==> config.mk <==
export PLATFORM = sky130hd
export DESIGN_NAME = rbm_vote_argmax_flat
export DESIGN_NICKNAME = d
export VERILOG_FILES = /design/src/rtl/rbm_vote_argmax_pkg.sv /design/src/rtl/rbm_vote_argmax_if.sv /design/src/rtl/rbm_sat_sub.sv /design/src/rtl/rbm_vote_argmax.sv /design/src/flat_wrapper.sv
export SDC_FILE = /design/constraint.sdc
export NUM_CORES = 1
export LEC_CHECK = 0
export ABC_AREA = 1
export CAP_MARGIN = 20
export CORE_UTILIZATION = 55
export CTS_BUF_LIST = sky130_fd_sc_hd__clkbuf_2 sky130_fd_sc_hd__clkbuf_4 sky130_fd_sc_hd__clkbuf_8
export DETAILED_ROUTE_END_ITERATION = 10
export GPL_ROUTABILITY_DRIVEN = 0
export GPL_TIMING_DRIVEN = 0
export PLACE_DENSITY = 0.76
export RECOVER_POWER = 25
export SKIP_CTS_REPAIR_TIMING = 1
export SLEW_MARGIN = 40
export SYNTH_ARGS = -nofsm -noshare
export SYNTH_HDL_FRONTEND = slang
export SYNTH_HIERARCHICAL = 1
export SYNTH_SLANG_ARGS = --single-unit
export TNS_END_PERCENT = 100
==> constraint.sdc <==
create_clock -name clock -period 4.85 [get_ports clock]
set_input_delay 0.485 -clock clock [delete_from_list [all_inputs] [get_ports clock]]
set_output_delay 0.485 -clock clock [all_outputs]
set_load 0.005 [all_outputs]
==> src/rtl/rbm_vote_argmax_pkg.sv <==
// Shared definitions for the RBM vote/argmax stage.
//   state_e     : scan FSM states
//   clog2_min1  : ceil(log2(n)), at least 1, used to size the class index
package rbm_vote_argmax_pkg;

    localparam int unsigned DefBitlength = 12;
    localparam int unsigned DefOutputDim = 2;

    typedef enum logic [1:0] {
        StIdle,
        StScan,
        StDone
    } state_e;

    function automatic int unsigned clog2_min1(input int unsigned n);
        int unsigned r;
        r = 0;
        for (int unsigned i = 0; i < 32; i++) begin
            if ((64'd1 << r) < 64'(n)) begin
                r = r + 1;
            end
        end
        return (r == 0) ? 1 : r;
    endfunction

endpackage

==> src/rtl/rbm_vote_argmax_if.sv <==
// Result/handshake bundle between the RBM top, the argmax stage and its consumer.
//   finish      : level done flag from the RBM top
//   ScoreData   : packed signed scores, element g at [g*bitlength +: bitlength]
//   out_ready   : consumer accepts the result
//   out_valid   : result fields valid and stable
//   class_idx   : winning class index
//   class_score : winning score
//   margin      : winner minus runner-up, saturated
//   saturated   : a captured score hit +/-Inf
//   dropped     : sticky, a finish edge arrived while busy
// Modport slave is the argmax stage's view, master the producer/consumer view.
interface rbm_vote_argmax_if
    import rbm_vote_argmax_pkg::*;
#(
    parameter int unsigned bitlength  = DefBitlength,
    parameter int unsigned output_dim = DefOutputDim
);
    localparam int unsigned IDX_W = clog2_min1(output_dim);

    logic                           finish;
    logic [output_dim*bitlength-1:0] ScoreData;
    logic                           out_ready;
    logic                           out_valid;
    logic [IDX_W-1:0]               class_idx;
    logic [bitlength-1:0]           class_score;
    logic [bitlength-1:0]           margin;
    logic                           saturated;
    logic                           dropped;

    modport slave (
        input  finish, ScoreData, out_ready,
        output out_valid, class_idx, class_score, margin, saturated, dropped
    );

    modport master (
        output finish, ScoreData, out_ready,
        input  out_valid, class_idx, class_score, margin, saturated, dropped
    );

endinterface

==> src/rtl/rbm_sat_sub.sv <==
// Saturating signed subtractor: diff = clamp(a - b, -Inf, Inf).
//   a, b : signed operands, bitlength wide
//   diff : signed result, bitlength wide
// The difference is formed one bit wider so it cannot wrap before clamping.
module rbm_sat_sub #(
    parameter int unsigned         bitlength = 12,
    parameter logic [bitlength-1:0] Inf      = {1'b0, {(bitlength-1){1'b1}}}
) (
    input  logic signed [bitlength-1:0] a,
    input  logic signed [bitlength-1:0] b,
    output logic signed [bitlength-1:0] diff
);

    localparam logic signed [bitlength:0] InfW    = {1'b0, Inf};
    localparam logic signed [bitlength:0] NegInfW = -InfW;

    logic signed [bitlength:0] wide;

    always_comb begin
        wide = $signed({a[bitlength-1], a}) - $signed({b[bitlength-1], b});
        if (wide > InfW) begin
            diff = InfW[bitlength-1:0];
        end else if (wide < NegInfW) begin
            diff = NegInfW[bitlength-1:0];
        end else begin
            diff = wide[bitlength-1:0];
        end
    end

endmodule

==> src/rtl/rbm_vote_argmax.sv <==
// Argmax over the RBM class score vector.
// On a 0->1 edge of finish while idle, the score vector is captured, then scanned one element
// per clock to find the best score (ties keep the lowest index) and the runner-up. The result
// is held with out_valid until accepted via out_ready.
//   clock : rising-edge clock
//   reset : asynchronous, active-low
//   bus   : rbm_vote_argmax_if.slave (finish/ScoreData in, result + valid/ready)
module rbm_vote_argmax
    import rbm_vote_argmax_pkg::*;
#(
    parameter int unsigned          bitlength  = DefBitlength,
    parameter int unsigned          output_dim = DefOutputDim,
    parameter logic [bitlength-1:0] Inf        = {1'b0, {(bitlength-1){1'b1}}}
) (
    input logic              clock,
    input logic              reset,
    rbm_vote_argmax_if.slave bus
);

    localparam int unsigned IDX_W = clog2_min1(output_dim);

    typedef logic signed [bitlength-1:0] score_t;

    // Most-negative code: best/second start here so any real score displaces them.
    localparam score_t NegMax  = {1'b1, {(bitlength-1){1'b0}}};
    localparam score_t InfS    = Inf;
    localparam score_t NegInfS = ~Inf + 1'b1;
    localparam logic [IDX_W-1:0] LastIdx = IDX_W'(output_dim - 1);

    state_e           state_q, state_d;
    logic             finish_d;
    logic             rise;
    logic             capture;
    score_t           score_q [output_dim];
    logic [IDX_W-1:0] idx_q, idx_d;
    score_t           best_q, best_d, second_q, second_d;
    logic [IDX_W-1:0] best_idx_q, best_idx_d;
    logic             sat_acc_q, sat_acc_d;

    // One-element scan step, evaluated on the current index.
    score_t           s;
    score_t           scan_best, scan_second;
    logic [IDX_W-1:0] scan_idx;
    logic             scan_sat;
    score_t           margin_w;

    logic             out_valid_q, out_valid_d;
    logic [IDX_W-1:0] class_idx_q, class_idx_d;
    score_t           class_score_q, class_score_d;
    score_t           margin_q, margin_d;
    logic             saturated_q, saturated_d;
    logic             dropped_q, dropped_d;

    assign rise = bus.finish & ~finish_d;

    always_comb begin
        s           = score_q[idx_q];
        scan_best   = best_q;
        scan_second = second_q;
        scan_idx    = best_idx_q;
        if (s > best_q) begin
            scan_second = best_q;
            scan_best   = s;
            scan_idx    = idx_q;
        end else if (s > second_q) begin
            scan_second = s;
        end
        scan_sat = sat_acc_q | (s == InfS) | (s == NegInfS);
    end

    rbm_sat_sub #(
        .bitlength(bitlength),
        .Inf      (Inf)
    ) u_margin_sub (
        .a   (scan_best),
        .b   (scan_second),
        .diff(margin_w)
    );

    always_comb begin
        state_d       = state_q;
        capture       = 1'b0;
        idx_d         = idx_q;
        best_d        = best_q;
        second_d      = second_q;
        best_idx_d    = best_idx_q;
        sat_acc_d     = sat_acc_q;
        out_valid_d   = out_valid_q;
        class_idx_d   = class_idx_q;
        class_score_d = class_score_q;
        margin_d      = margin_q;
        saturated_d   = saturated_q;
        dropped_d     = dropped_q;

        unique case (state_q)
            StIdle: begin
                if (rise) begin
                    capture    = 1'b1;
                    idx_d      = '0;
                    best_d     = NegMax;
                    second_d   = NegMax;
                    best_idx_d = '0;
                    sat_acc_d  = 1'b0;
                    state_d    = StScan;
                end
            end
            StScan: begin
                if (rise) dropped_d = 1'b1;
                best_d     = scan_best;
                second_d   = scan_second;
                best_idx_d = scan_idx;
                sat_acc_d  = scan_sat;
                if (idx_q == LastIdx) begin
                    state_d       = StDone;
                    out_valid_d   = 1'b1;
                    class_idx_d   = scan_idx;
                    class_score_d = scan_best;
                    margin_d      = margin_w;
                    saturated_d   = scan_sat;
                end else begin
                    idx_d = idx_q + 1'b1;
                end
            end
            StDone: begin
                // A rise on the accepting edge is also counted as dropped.
                if (rise) dropped_d = 1'b1;
                if (out_valid_q && bus.out_ready) begin
                    out_valid_d = 1'b0;
                    state_d     = StIdle;
                end
            end
            default: state_d = StIdle;
        endcase
    end

    always_ff @(posedge clock or negedge reset) begin
        if (!reset) begin
            state_q       <= StIdle;
            finish_d      <= 1'b0;
            idx_q         <= '0;
            best_q        <= '0;
            second_q      <= '0;
            best_idx_q    <= '0;
            sat_acc_q     <= 1'b0;
            out_valid_q   <= 1'b0;
            class_idx_q   <= '0;
            class_score_q <= '0;
            margin_q      <= '0;
            saturated_q   <= 1'b0;
            dropped_q     <= 1'b0;
            for (int g = 0; g < int'(output_dim); g++) begin
                score_q[g] <= '0;
            end
        end else begin
            state_q       <= state_d;
            finish_d      <= bus.finish;
            idx_q         <= idx_d;
            best_q        <= best_d;
            second_q      <= second_d;
            best_idx_q    <= best_idx_d;
            sat_acc_q     <= sat_acc_d;
            out_valid_q   <= out_valid_d;
            class_idx_q   <= class_idx_d;
            class_score_q <= class_score_d;
            margin_q      <= margin_d;
            saturated_q   <= saturated_d;
            dropped_q     <= dropped_d;
            if (capture) begin
                for (int g = 0; g < int'(output_dim); g++) begin
                    score_q[g] <= $signed(bus.ScoreData[g*bitlength +: bitlength]);
                end
            end
        end
    end

    assign bus.out_valid   = out_valid_q;
    assign bus.class_idx   = class_idx_q;
    assign bus.class_score = class_score_q;
    assign bus.margin      = margin_q;
    assign bus.saturated   = saturated_q;
    assign bus.dropped     = dropped_q;

endmodule

==> src/flat_wrapper.sv <==
// flat-port wrapper written by rule: the top's interface ports become plain ports
module rbm_vote_argmax_flat import rbm_vote_argmax_pkg::*;
#(
    parameter int unsigned          bitlength  = DefBitlength,
    parameter int unsigned          output_dim = DefOutputDim,
    parameter logic [bitlength-1:0] Inf        = {1'b0, {(bitlength-1){1'b1}}}
)
  (clock, reset, bus_finish, bus_ScoreData, bus_out_ready, bus_out_valid, bus_class_idx, bus_class_score, bus_margin, bus_saturated, bus_dropped);
  rbm_vote_argmax_if #(.bitlength(bitlength), .output_dim(output_dim)) bus_i ();
  input logic clock;
  input logic reset;
  input wire logic [$bits(bus_i.finish)-1:0] bus_finish;
  input wire logic [$bits(bus_i.ScoreData)-1:0] bus_ScoreData;
  input wire logic [$bits(bus_i.out_ready)-1:0] bus_out_ready;
  output wire logic [$bits(bus_i.out_valid)-1:0] bus_out_valid;
  output wire logic [$bits(bus_i.class_idx)-1:0] bus_class_idx;
  output wire logic [$bits(bus_i.class_score)-1:0] bus_class_score;
  output wire logic [$bits(bus_i.margin)-1:0] bus_margin;
  output wire logic [$bits(bus_i.saturated)-1:0] bus_saturated;
  output wire logic [$bits(bus_i.dropped)-1:0] bus_dropped;
  assign bus_i.finish = bus_finish;
  assign bus_i.ScoreData = bus_ScoreData;
  assign bus_i.out_ready = bus_out_ready;
  assign bus_out_valid = bus_i.out_valid;
  assign bus_class_idx = bus_i.class_idx;
  assign bus_class_score = bus_i.class_score;
  assign bus_margin = bus_i.margin;
  assign bus_saturated = bus_i.saturated;
  assign bus_dropped = bus_i.dropped;
  rbm_vote_argmax #(.bitlength(bitlength), .output_dim(output_dim), .Inf(Inf)) u_core (.clock(clock), .reset(reset), .bus(bus_i));
endmodule
==> qor.txt <==
Status = finished clean
Syn nets = 843
Final ANT Viol Nets = 0
Slowest CP cell = fa_2
Gr ovfl total = 0
Final period utilization = 0.925
Share of post-route cells with drive strength above 1 = 0.0972
Via density = 5.28
Antenna violations before repair = 0
Avg Synthesized Cell Area = 6.92 um^2
Synth cell types = 35
Placement Setup Slack = -0.0493 ns
Drt drc = 0
Synth warn = 6
Final worst setup slack = 0.361 ns
DPL Wire Length = 10.3 mm
First-pass GRT wire length = 22.6 mm
Critical Path RT = 5.11 ns
FMAX = 223 MHz
Fin crit period = 4.49 ns
Setup-failing EPs final = 0
Filler cells = 833
Die X = 101 um
Max Buffers Root-to-Sink = 2
Core outline area = 9330 um^2
Worst hold slack = 0.483 ns
Worst Path Max Fanout = 10
Drt total wl = 13.5 mm
Reg clk slew, reported paths = 0.09 ns
Final Max Tran Viols = 0
Drt wl/cell = 13.7 um
Port bufs = 55
TritonCTS Buffers = 9
Placed inst area = 6100 um^2
Critical Path Source Type = flop
Top post-synthesis cells by area = dfrtp_1, nand2_1, ha_1
Die Y = 101 um
Max-Cap Viols = 0
Gr usage total = 0.283
Drt pass-1 iters = 5
Worst path max stage delay = 0.54 ns
IO Pins = 56
Initial cell density of the core = 0.575
# nets final = 917
Syn Std Cell Area = 5360 um^2
Worst-Margin Slew = 1.49 ns
Worst hold path type = reg -> reg
Pin count of the biggest net entering global routing = 60
Area delta synth->final = 21.0%
Syn Inst Count = 775
Starting DRT DRC Count = 302
# diodes = 0
Post-synth top area cell = dfrtp_1
CTS H-tree lvls = 3
Clock Latency Late Sink = 0.36 ns
Endpoints failing hold = 0
Kind of critical path = reg -> reg
Final setup TNS = 0 ns
Worst Path Arrival = 4.75 ns
Root Driver = clkbuf_8
Most used cell, CP = nand2_1
Seq/Total Area, Yosys = 0.383
Clock skew = 0.0159 ns
CTS sink cnt = 82
Vias = 5192
Vias in the first global route = 4994
Setup crit end kind = flop
Flops & latches, synth = 82
Cell area after layout = 6490 um^2
Slew margin rel. = 0.00713
CTS tree = built
Die area = 10100 um^2
Num rows = 35
Yosys top cell area share = 0.383
per-layer routing:
layer,vias to the layer above,global-route usage,wire length [um]
li1,2577,-,-
met1,2414,0.352,5690
met2,180,0.501,6880
met3,21,0.0402,702
met4,0,0.105,192
met5,-,0,0
worst paths after layout:
check	start	endpoint	slack [ns]	cells past startpoint
setup / recovery	u_core/idx_q$_DFFE_PN0P_	u_core/bus.margin[8]$_DFFE_PN0P_	0.36	29
hold reg to reg	u_core/bus.class_score[9]$_DFFE_PN0P_	u_core/bus.class_score[9]$_DFFE_PN0P_	0.48	2
min in group asynchronous	reset	u_core/bus.margin[11]$_DFFE_PN0P_	0.93	2
max in group asynchronous	reset	u_core/idx_q$_DFFE_PN0P_	1.71	3
hold / removal	u_core/bus.class_score[9]$_DFFE_PN0P_	u_core/bus.class_score[9]$_DFFE_PN0P_	0.48	2
setup reg to reg	u_core/idx_q$_DFFE_PN0P_	u_core/bus.margin[8]$_DFFE_PN0P_	0.36	29
kinds of logic after synthesis:
kind of cell / count (synthesis) / share of synthesized area
xor+xnor: 1 / 0.00163
simple gates: 442 / 0.347
buf+inv: 135 / 0.0989
fa+ha+maj: 40 / 0.0947
flops: 82 / 0.383
compound gates: 75 / 0.0754
layout by cell type (no fill, tap or decap), types with 2 or more instances in the layout:
master,instances
nand3_1,59
buf_6,4
nand2_1,314
nor4_1,4
inv_2,6
or2_2,3
o21bai_1,3
ha_4,3
nor3_1,3
dlygate4sd3_1,2
ha_2,2
nand3b_1,2
o21ai_0,33
clkbuf_1,12
clkbuf_4,2
o21ai_1,10
nand3_2,2
clkbuf_8,10
o21ai_4,4
nand2_2,10
nor2_2,5
nand4_1,13
o22ai_1,2
inv_1,103
and2_1,12
o21ai_2,5
clkinv_4,2
dfrtp_1,81
buf_2,4
a21oi_2,4
clkdlybuf4s50_1,53
clkinv_1,2
a21oi_1,10
or2_1,3
ha_1,34
inv_6,2
nor2_1,12
buf_4,8
Yosys cell counts:
cell type and instances:
o21ai_1 13, inv_2 4, ha_1 39, nor2_2 2, nand3b_1 2, nand3_2 1, nor2_1 15, dfrtp_1 82
o211ai_1 1, and2_1 12, nand4_1 13, fa_1 1, a21boi_0 1, buf_6 1, o22ai_1 2, o21ai_2 1
nand2_2 6, buf_2 10, a31o_2 1, or2_2 3, buf_4 1, nor4_1 4, inv_1 105, nand3_1 60
nor3_1 3, o21ai_0 38, clkinv_1 2, a21o_1 1, nand2_1 318, or2_1 3, o21bai_1 3, a21oi_2 1
xor2_1 1, a21oi_1 13, clkbuf_1 12
critical path: cells and delay by family (launching register included):
family | cells | cell delay [ns]
AOI/OAI and AO/OA | 2 | 0.39
and+or+nand+nor | 20 | 1.81
adders and majority gates | 3 | 1.08
DFF | 1 | 0.43
buffers and inverters | 4 | 0.69
area by class of cell:
cell class,instances,area (um^2),area share
Inverter,111,417,0.0642
Clock buffer,10,138,0.0212
Multi-Input combinational cell,558,2920,0.450
Sequential cell,82,2050,0.316
Buffer,24,151,0.0233
Tap cell,129,161,0.0249
Timing Repair Buffer,63,604,0.0931
Clock inverter,6,47.5,0.00732
registers in the layout, summed over array words and instances (netlist names), 2 cells and up:
register                count
u_core/state_q              2
u_core/bus.margin          12
u_core/score_q             24
u_core/second_q            12
u_core/bus.class_score     12
u_core/best_q              12
metrics by stage:
step,utilization,instances
after floorplan,-,775
after global placement,0.651,959
after detailed placement,0.654,960
after CTS,0.674,976
after global routing,0.696,983
final,0.696,983
Power is left out: the tool's default activity adds up to more than one toggle a clock period on the data nets, which glitch-free logic cannot reach.
